File: config.mk
export PLATFORM = sky130hd
export DESIGN_NAME = alu_logic_ex_stage
export DESIGN_NICKNAME = d
export VERILOG_FILES = /design/src/rtl/alu_logic_ex_stage.sv
export SDC_FILE = /design/constraint.sdc
export NUM_CORES = 1
export LEC_CHECK = 0
export CAP_MARGIN = 10
export CORE_AREA = 4 4 205 107
export CTS_BUF_LIST = sky130_fd_sc_hd__clkbuf_16
export DETAILED_ROUTE_END_ITERATION = 10
export DIE_AREA = 0 0 209 111
export SYNTH_ARGS = -nofsm -noshare
export SYNTH_HDL_FRONTEND = slang
export SYNTH_SLANG_ARGS = --single-unit
File: constraint.sdc
create_clock -name clk -period 2.4 [get_ports clk]
set_input_delay 0.48 -clock clk [delete_from_list [all_inputs] [get_ports clk]]
set_output_delay 0.48 -clock clk [all_outputs]
set_load 0.02 [all_outputs]
File: src/rtl/alu_logic_ex_stage.sv
// alu_logic_ex_stage: bitwise logic execute stage with a 2-entry result buffer
// and a count of results retired to writeback.
module alu_logic_ex_stage #(
    parameter int WIDTH = 32,
    parameter int CNT_W = 16
) (
    input  logic             clk,
    input  logic             rst_n,
    input  logic             in_valid,
    output logic             in_ready,
    input  logic [WIDTH-1:0] a,
    input  logic [WIDTH-1:0] b,
    input  logic [1:0]       op,
    input  logic [4:0]       rd_in,
    output logic             out_valid,
    input  logic             out_ready,
    output logic [WIDTH-1:0] result,
    output logic             zero,
    output logic [4:0]       rd_out,
    output logic [CNT_W-1:0] retired
);
    typedef enum logic [1:0] {EMPTY, ONE, FULL} state_t;
    state_t state, state_nxt;
    logic up;
    logic push, pop;
    logic [WIDTH-1:0] res_new, res1;
    logic zero1;
    logic [4:0] rd1;
    assign res_new = op == 2'b00 ? a & b :
                     op == 2'b01 ? a | b :
                     op == 2'b10 ? a ^ b : ~(a | b);
    // up stays low through reset so in_ready only rises after the first edge
    assign in_ready  = up && state != FULL;
    assign out_valid = state != EMPTY;
    assign push = in_valid && in_ready;
    assign pop  = out_valid && out_ready;
    always_comb begin
        state_nxt = state;
        case (state)
            EMPTY:   state_nxt = push ? ONE : EMPTY;
            ONE:     state_nxt = (push && !pop) ? FULL : (pop && !push) ? EMPTY : ONE;
            default: state_nxt = pop ? ONE : FULL;
        endcase
    end
    // head lives in result/zero/rd_out; it is left untouched when the buffer drains
    always_ff @(posedge clk or negedge rst_n) begin
        if (!rst_n) begin
            state   <= EMPTY;
            up      <= 1'b0;
            retired <= '0;
            result  <= '0;
            zero    <= 1'b0;
            rd_out  <= '0;
            res1    <= '0;
            zero1   <= 1'b0;
            rd1     <= '0;
        end else begin
            state   <= state_nxt;
            up      <= 1'b1;
            retired <= retired + CNT_W'(pop);
            if (push && (state == EMPTY || pop)) begin
                result <= res_new;
                zero   <= ~|res_new;
                rd_out <= rd_in;
            end else if (pop && state == FULL) begin
                result <= res1;
                zero   <= zero1;
                rd_out <= rd1;
            end
            if (push && state == ONE && !pop) begin
                res1  <= res_new;
                zero1 <= ~|res_new;
                rd1   <= rd_in;
            end
        end
    end
endmodule

# [Word level (Yosys, flattened, before mapping)]
# Index checks and enable logic that the tools add are counted.
[word_totals] in_bits=75 reg_bits=95
[classes] n_bitwise=4 eq_ne=5 n_reduce_logical=18 n_addsub=1 muxes=14
[ops] cell="$mux W32" count=5
[ops] cell="$and A32 B32 Y32" count=1
[ops] cell="$not A32 Y32" count=1
[ops] cell="$or A32 B32 Y32" count=1
[ops] cell="$reduce_or A32 Y1" count=1
[ops] cell="$xor A32 B32 Y32" count=1
[ops] cell="$add A16 B1 Y16" count=1
[ops] cell="$mux W5" count=2
[ops] cell="$logic_and A1 B1 Y1" count=9
[ops] cell="$eq A2 B1 Y1 const B" count=2
[ops] cell="$eq A2 B2 Y1 const B" count=2
[ops] cell="$logic_not A2 Y1" count=2
[ops] cell="$mux W1" count=4
[ops] cell="$mux W2" count=2
[ops] cell="$pmux W2 S2" count=1
[ops] cell="$reduce_bool A2 Y1" count=2
[ops] cell="$logic_not A1 Y1" count=3
[ops] cell="$ne A2 B2 Y1 const B" count=1
[ops] cell="$logic_or A1 B1 Y1" count=1

# [Logic depth before layout (Yosys ltp)]
[depth] ltp_word=8 depth_mapped=10 ltp_nobuf=10

# [Least setup slack after synthesis]
# Ideal clock, no wire load.
[synth_path] kind="input port to flip-flop" startpoint="in op[0]" endpoint="reg zero" path_slack_ps=399 setup_ps=96 cell_stages=6 required_ps=2304 t_arrival_ps=1905 path_cell_list="buf_6 -> buf_4 -> mux4_2 -> nor4_2 -> nand4_1 -> o31ai_1"
[synth_between] elab_chain_cells=7 elab_cells_between_ends=9 cone_classes="2 x eq/ne; 4 x mux; 3 x reduce/logical"
[synth_rtl] item="from (decl)" line_no="13" text="input logic [1:0] op,"
[synth_rtl] item="$eq A2 B2 Y1" line_no="31" text="op == 2'b10 ? a ^ b : ~(a | b);"
[synth_rtl] item="$mux W32" line_no="31"
[synth_rtl] item="$mux W32" line_no="30" text="op == 2'b01 ? a | b :"
[synth_rtl] item="$mux W32 (*)" line_no="29" text="assign res_new = op == 2'b00 ? a & b :"
[synth_rtl] item="$reduce_or A32 Y1 (*)" line_no="63" text="zero <= ~|res_new;"
[synth_rtl] item="$logic_not A1 Y1 (*)" line_no="63"
[synth_rtl] item="$mux W1 (*)" line_no="61" text="if (push && (state == EMPTY || pop)) begin"
[synth_rtl] item="to (signal assigned)" line_no="63"
[synth_rtl] item="to (signal assigned)" line_no="67" text="zero <= zero1;"
[synth_rtl] item="to (decl)" line_no="18" text="output logic zero,"
# Every way passes the cells marked *; elsewhere a longest branch is shown, timed or not.
# A chain may end at the register's enable or synchronous reset.

# [Final worst setup path]
[layout_path] startpoint="in a[11]" endpoint="reg zero"
[layout_between] elab_chain_cells=8 elab_cells_between_ends=10 cone_classes="4 x mux; 4 x bitwise; 2 x reduce/logical"
[layout_rtl] item="from (decl)" line_no="11" text="input logic [WIDTH-1:0] a,"
[layout_rtl] item="$or A32 B32 Y32" line_no="30, 31"
[layout_rtl] item="$not A32 Y32" line_no="31"
[layout_rtl] item="$mux W32" line_no="31"
[layout_rtl] item="$mux W32" line_no="30"
[layout_rtl] item="$mux W32 (*)" line_no="29"
[layout_rtl] item="$reduce_or A32 Y1 (*)" line_no="63"
[layout_rtl] item="$logic_not A1 Y1 (*)" line_no="63"
[layout_rtl] item="$mux W1 (*)" line_no="61"
# Marks and branches as above.

==> flow_summary.rst <==
.. list-table::
   :header-rows: 1

   * - Metric
     - Value
   * - Met1 demand-to-capacity share in global routing
     - 22.31%
   * - Number of nets with antenna violations after routing
     - 0
   * - Avg Vias per Cell
     - 4.497
   * - Source-to-sink clock delay at the later pin of the worst-skew pair
     - 0.34 ns
   * - CP max-delay cell
     - mux4_2
   * - Proportion of register bits with asynchronous set or reset after synthesis
     - 100.0%
   * - Hold Violations, Final
     - 0
   * - Ys Warns
     - 0
   * - Clock slew seen by the registers of the worst setup and hold paths
     - 0.07 ns
   * - Number of port buffers
     - 130
   * - Clock network fraction of total power
     - 20.4%
   * - Initial antenna violation count
     - 0
   * - Total length of routed wires
     - 16170 µm
   * - Critical setup path kind
     - input pin to register
   * - Met3 usage
     - 3.478%
   * - Post-synth top area share
     - 37.30%
   * - Remaining routing DRC violations
     - 0
   * - Average cell area after synthesis
     - 10.78 µm²
   * - Depth of the most critical reg-to-reg path
     - 9
   * - Largest incremental delay on the critical path
     - 0.53 ns
   * - Hold slack
     - 0.4764 ns
   * - I/O pin cnt
     - 131
   * - Status
     - finished clean
   * - Critical R2R Capture
     - retired[13]$_DFF_PN0_
   * - Pre-CTS setup slack
     - -0.4586 ns
   * - Total CTS buffers
     - 9
   * - Kind of path behind the tightest hold check
     - register to register
   * - Critical path endpoint category
     - register
   * - CP required
     - 2.64 ns
   * - Global-route wire length before repair
     - 26030 µm
   * - All-Layer GR Usage
     - 14.02%
   * - Largest driver fanout on the critical path
     - 2
   * - Area of the die
     - 23200 µm²
   * - Critical path launch point type
     - input pin
   * - Top_reg_cell synth
     - dfrtp_1
   * - Share of the clock period used by the worst path after layout
     - 96.39%
   * - Setup violation total in the final timing report
     - 0
   * - Die Ht
     - 111 µm
   * - WP data arrival
     - 2.55 ns
   * - Worst supply voltage drop on vdd
     - 0.3855 mV
   * - Number of pins with negative max-slew slack in the final report
     - 0
   * - P_leak
     - 4.487 nW
   * - Area after DPL
     - 8427 µm²
   * - Area contributors post-synth
     - dfrtp_1 37%, ha_1 19%, mux4_2 11%
   * - Final global-route overflow total
     - 0
   * - Yosys reg bits
     - 95
   * - Count of different cell masters after synthesis
     - 37
   * - Clock tree from TritonCTS
     - done
   * - Switching power of the nets
     - 2.505 mW
   * - Starting Density
     - 31.58%
   * - Final nets
     - 944
   * - Area added between synthesis and finish
     - 39.79%
   * - Achievable clock frequency
     - 432.3 MHz
   * - First-pass iteration count of the detailed router
     - 4
   * - Worst Hold Launch
     - rd_out[2]$_DFFE_PN0P_
   * - Post-layout min period
     - 2.313 ns
   * - RD Place Congestion
     - 0.7637
   * - Largest net degree at the start of global routing
     - 61
   * - Sw Share
     - 35.05%
   * - Sinks on the clock net
     - 95
   * - Cell-by-cell trace of the critical path
     - clkdlybuf4s50_1 > inv_1 > ha_1 > mux4_2 > nor4_4 > nand4_1 > o31ai_1
   * - Layout cell share with drive strength beyond 1
     - 22.19%
   * - Total half-perimeter wirelength after legalization and detailed placement
     - 12370 µm
   * - Setup WS post-layout
     - 0.08676 ns
   * - Portion of the post-synthesis area used by sequential elements
     - 37.30%
   * - Antenna diode instance count
     - 0
   * - Rel. slew slack
     - 55.75%
   * - Instance count along the most critical hold path
     - 1
   * - RSZ-0062 raised after global routing
     - no
   * - Detailed-route wire length per cell
     - 15.43 µm
   * - Fraction of met2 tracks used by global routing
     - 19.43%
   * - Clock Root Buffer
     - clkbuf_16
   * - Maximum capacitance violations
     - 0
   * - Synth Net Count
     - 765
   * - Reg2Reg Launch Point
     - state[0]$_DFF_PN0_
   * - Placeable Area
     - 20180 µm²
   * - Post-layout instance area
     - 8910 µm²
   * - Gate count after technology mapping
     - 591
   * - Cell Int Power
     - 4.641 mW
   * - Slew at the pin with the worst max-slew slack
     - 0.6630 ns
   * - Total power
     - 7.146 mW
   * - Proportion of power drawn by combinational gates
     - 41.9%
   * - Via count
     - 4713
   * - Row count
     - 37
   * - Max H-tree Level
     - 3
   * - Total power per unit cell area
     - 802.0 nW/µm²
   * - Busiest metal layer after global routing
     - met1
   * - Number of enable-type register cells in the synthesized netlist
     - 0
   * - Number of global-route vias before repair
     - 4648
   * - Post-synthesis instance area
     - 6374 µm²
   * - Die width
     - 209 µm
   * - Proportion of power drawn by flip-flops and latches
     - 37.8%
   * - Worst setup slack for register-to-register paths
     - 0.43 ns
   * - DRC violation total after the first TritonRoute iteration
     - 225
   * - Number of buffers on the longest clock path
     - 2
   * - Hold EP
     - rd_out[2]$_DFFE_PN0P_
   * - Leading area contributor after synthesis
     - dfrtp_1
   * - Final worst clock skew
     - 0.008285 ns
critical path: cells and delay by family:
family | cells | cell delay (ns)
AO/OA/AOI/OAI | 1 | 0.27
AND/OR/NAND/NOR | 2 | 0.44
buffers and inverters | 2 | 0.54
adder cells (fa/ha/maj) | 1 | 0.29
multiplexers | 1 | 0.53
how the worst max path moves through the flow:
stage / startpoint / to / slack (ns) / cells past startpoint
after floorplan: op[0] / zero$_DFFE_PN0P_ / 0.40 / 6
after global placement: a[21] / zero1$_DFFE_PN0P_ / -0.46 / 7
after detailed placement: a[26] / zero$_DFFE_PN0P_ / -0.46 / 7
after CTS: b[31] / zero$_DFFE_PN0P_ / 0.001 / 8
after global routing: a[30] / zero$_DFFE_PN0P_ / 0.0007 / 7
final: a[11] / zero$_DFFE_PN0P_ / 0.09 / 7
sequential cells by signal (all words and copies together) (netlist names):
name / cells
rd1: 5
rd_out: 5
res1: 32
result: 32
retired: 16
state: 2
up: 1
zero: 1
zero1: 1
per-layer routing:
metal,share of wire [%],vias to the layer above
met5,0,-
met4,0.53,0
met3,5.2,9
met2,40,102
met1,54,2272
li1,-,2330
synth_stat cells, drive strengths merged (2+ instances only):
library cell / instances
inv: 107
nor4: 5
nor2b: 2
a21oi: 7
buf: 7
nor2: 47
clkbuf: 17
and4: 2
and3: 4
a22o: 6
dfrtp: 95
mux2: 31
a221o: 11
a21o: 6
xor2: 2
a31oi: 20
ha: 99
nand2: 50
nor4b: 4
nand4: 4
nand3: 6
o31ai: 2
mux4: 32
and2: 8
xnor2: 12
power by group through the flow:
stage               combinational [mW]  sequential [mW]  clock, mW
floorplan                         1.14             3.07          0
global placement                  2.95             2.72          0
detailed placement                3.00             2.73          0
CTS                               3.03             2.71       1.51
global route                      3.24             2.80       1.56
finish                            2.99             2.70       1.45
cell families (layout without fill, tap and decap cells):
family,Yosys count,after routing,synth area share [%]
xor gates and xnor gates,14,14,1.924
DFF,95,95,37.30
buffers and inverters,131,315,8.284
muxes,63,63,16.78
adders and majority gates,99,99,19.43
and+or+nand+nor,132,132,9.756
other,1,1,0.05884
AOI/OAI and AO/OA,56,56,6.459
layout by cell type (no fill, tap or decap), types with 3 or more instances in the layout:
| cell type | netlist | final |
|---|---|---|
| nand3_1 | 6 | 6 |
| dfrtp_1 | 95 | 95 |
| mux2_1 | 5 | 5 |
| buf_4 | 1 | 55 |
| nor4_4 | 0 | 3 |
| inv_2 | 20 | 22 |
| nor2_1 | 47 | 46 |
| clkbuf_16 | 0 | 9 |
| a21o_1 | 6 | 6 |
| mux2_2 | 26 | 26 |
| mux4_2 | 32 | 32 |
| nand4_1 | 4 | 4 |
| a21oi_1 | 7 | 7 |
| inv_1 | 87 | 85 |
| xnor2_1 | 12 | 12 |
| ha_1 | 99 | 99 |
| nor4b_4 | 0 | 3 |
| and3_1 | 4 | 4 |
| a22o_1 | 6 | 6 |
| dlymetal6s2s_1 | 0 | 31 |
| clkdlybuf4s50_1 | 0 | 96 |
| and2_1 | 8 | 7 |
| nand2_1 | 50 | 50 |
| buf_12 | 1 | 7 |
| a31oi_1 | 20 | 20 |
| a221o_1 | 11 | 11 |
stage by stage:
stage,TNS (ns),util [%],std cells
2_1_floorplan,0,-,591
3_3_place_gp,-2.151,41.75,1028
3_5_place_dp,-2.333,41.75,1028
4_1_cts,0,43.54,1046
5_1_grt,0,44.14,1048
6_report,0,44.14,1048
layout make-up:
| class | instances | area, µm² |
|---|---|---|
| clock buffer | 9 | 225.2 |
| sequential | 95 | 2377 |
| tap | 273 | 341.6 |
| fill | 1966 | 11270 |
| multi-input combinational | 365 | 3566 |
| clock inverter | 7 | 72.57 |
| timing repair buffer | 192 | 1926 |
| inverter | 107 | 401.6 |
timing repair:
action                                 in CTS  in global routing
endpoints found under the hold margin       6                  0
hold buffers                                1                  0
setup buffers                               1                  2
setup endpoints to repair                   2                  7
resized for setup                           7                 38
gates cloned                                0                  0
pin swaps                                   3                 14
No activity file was read; power rests on OpenSTA's default activity.
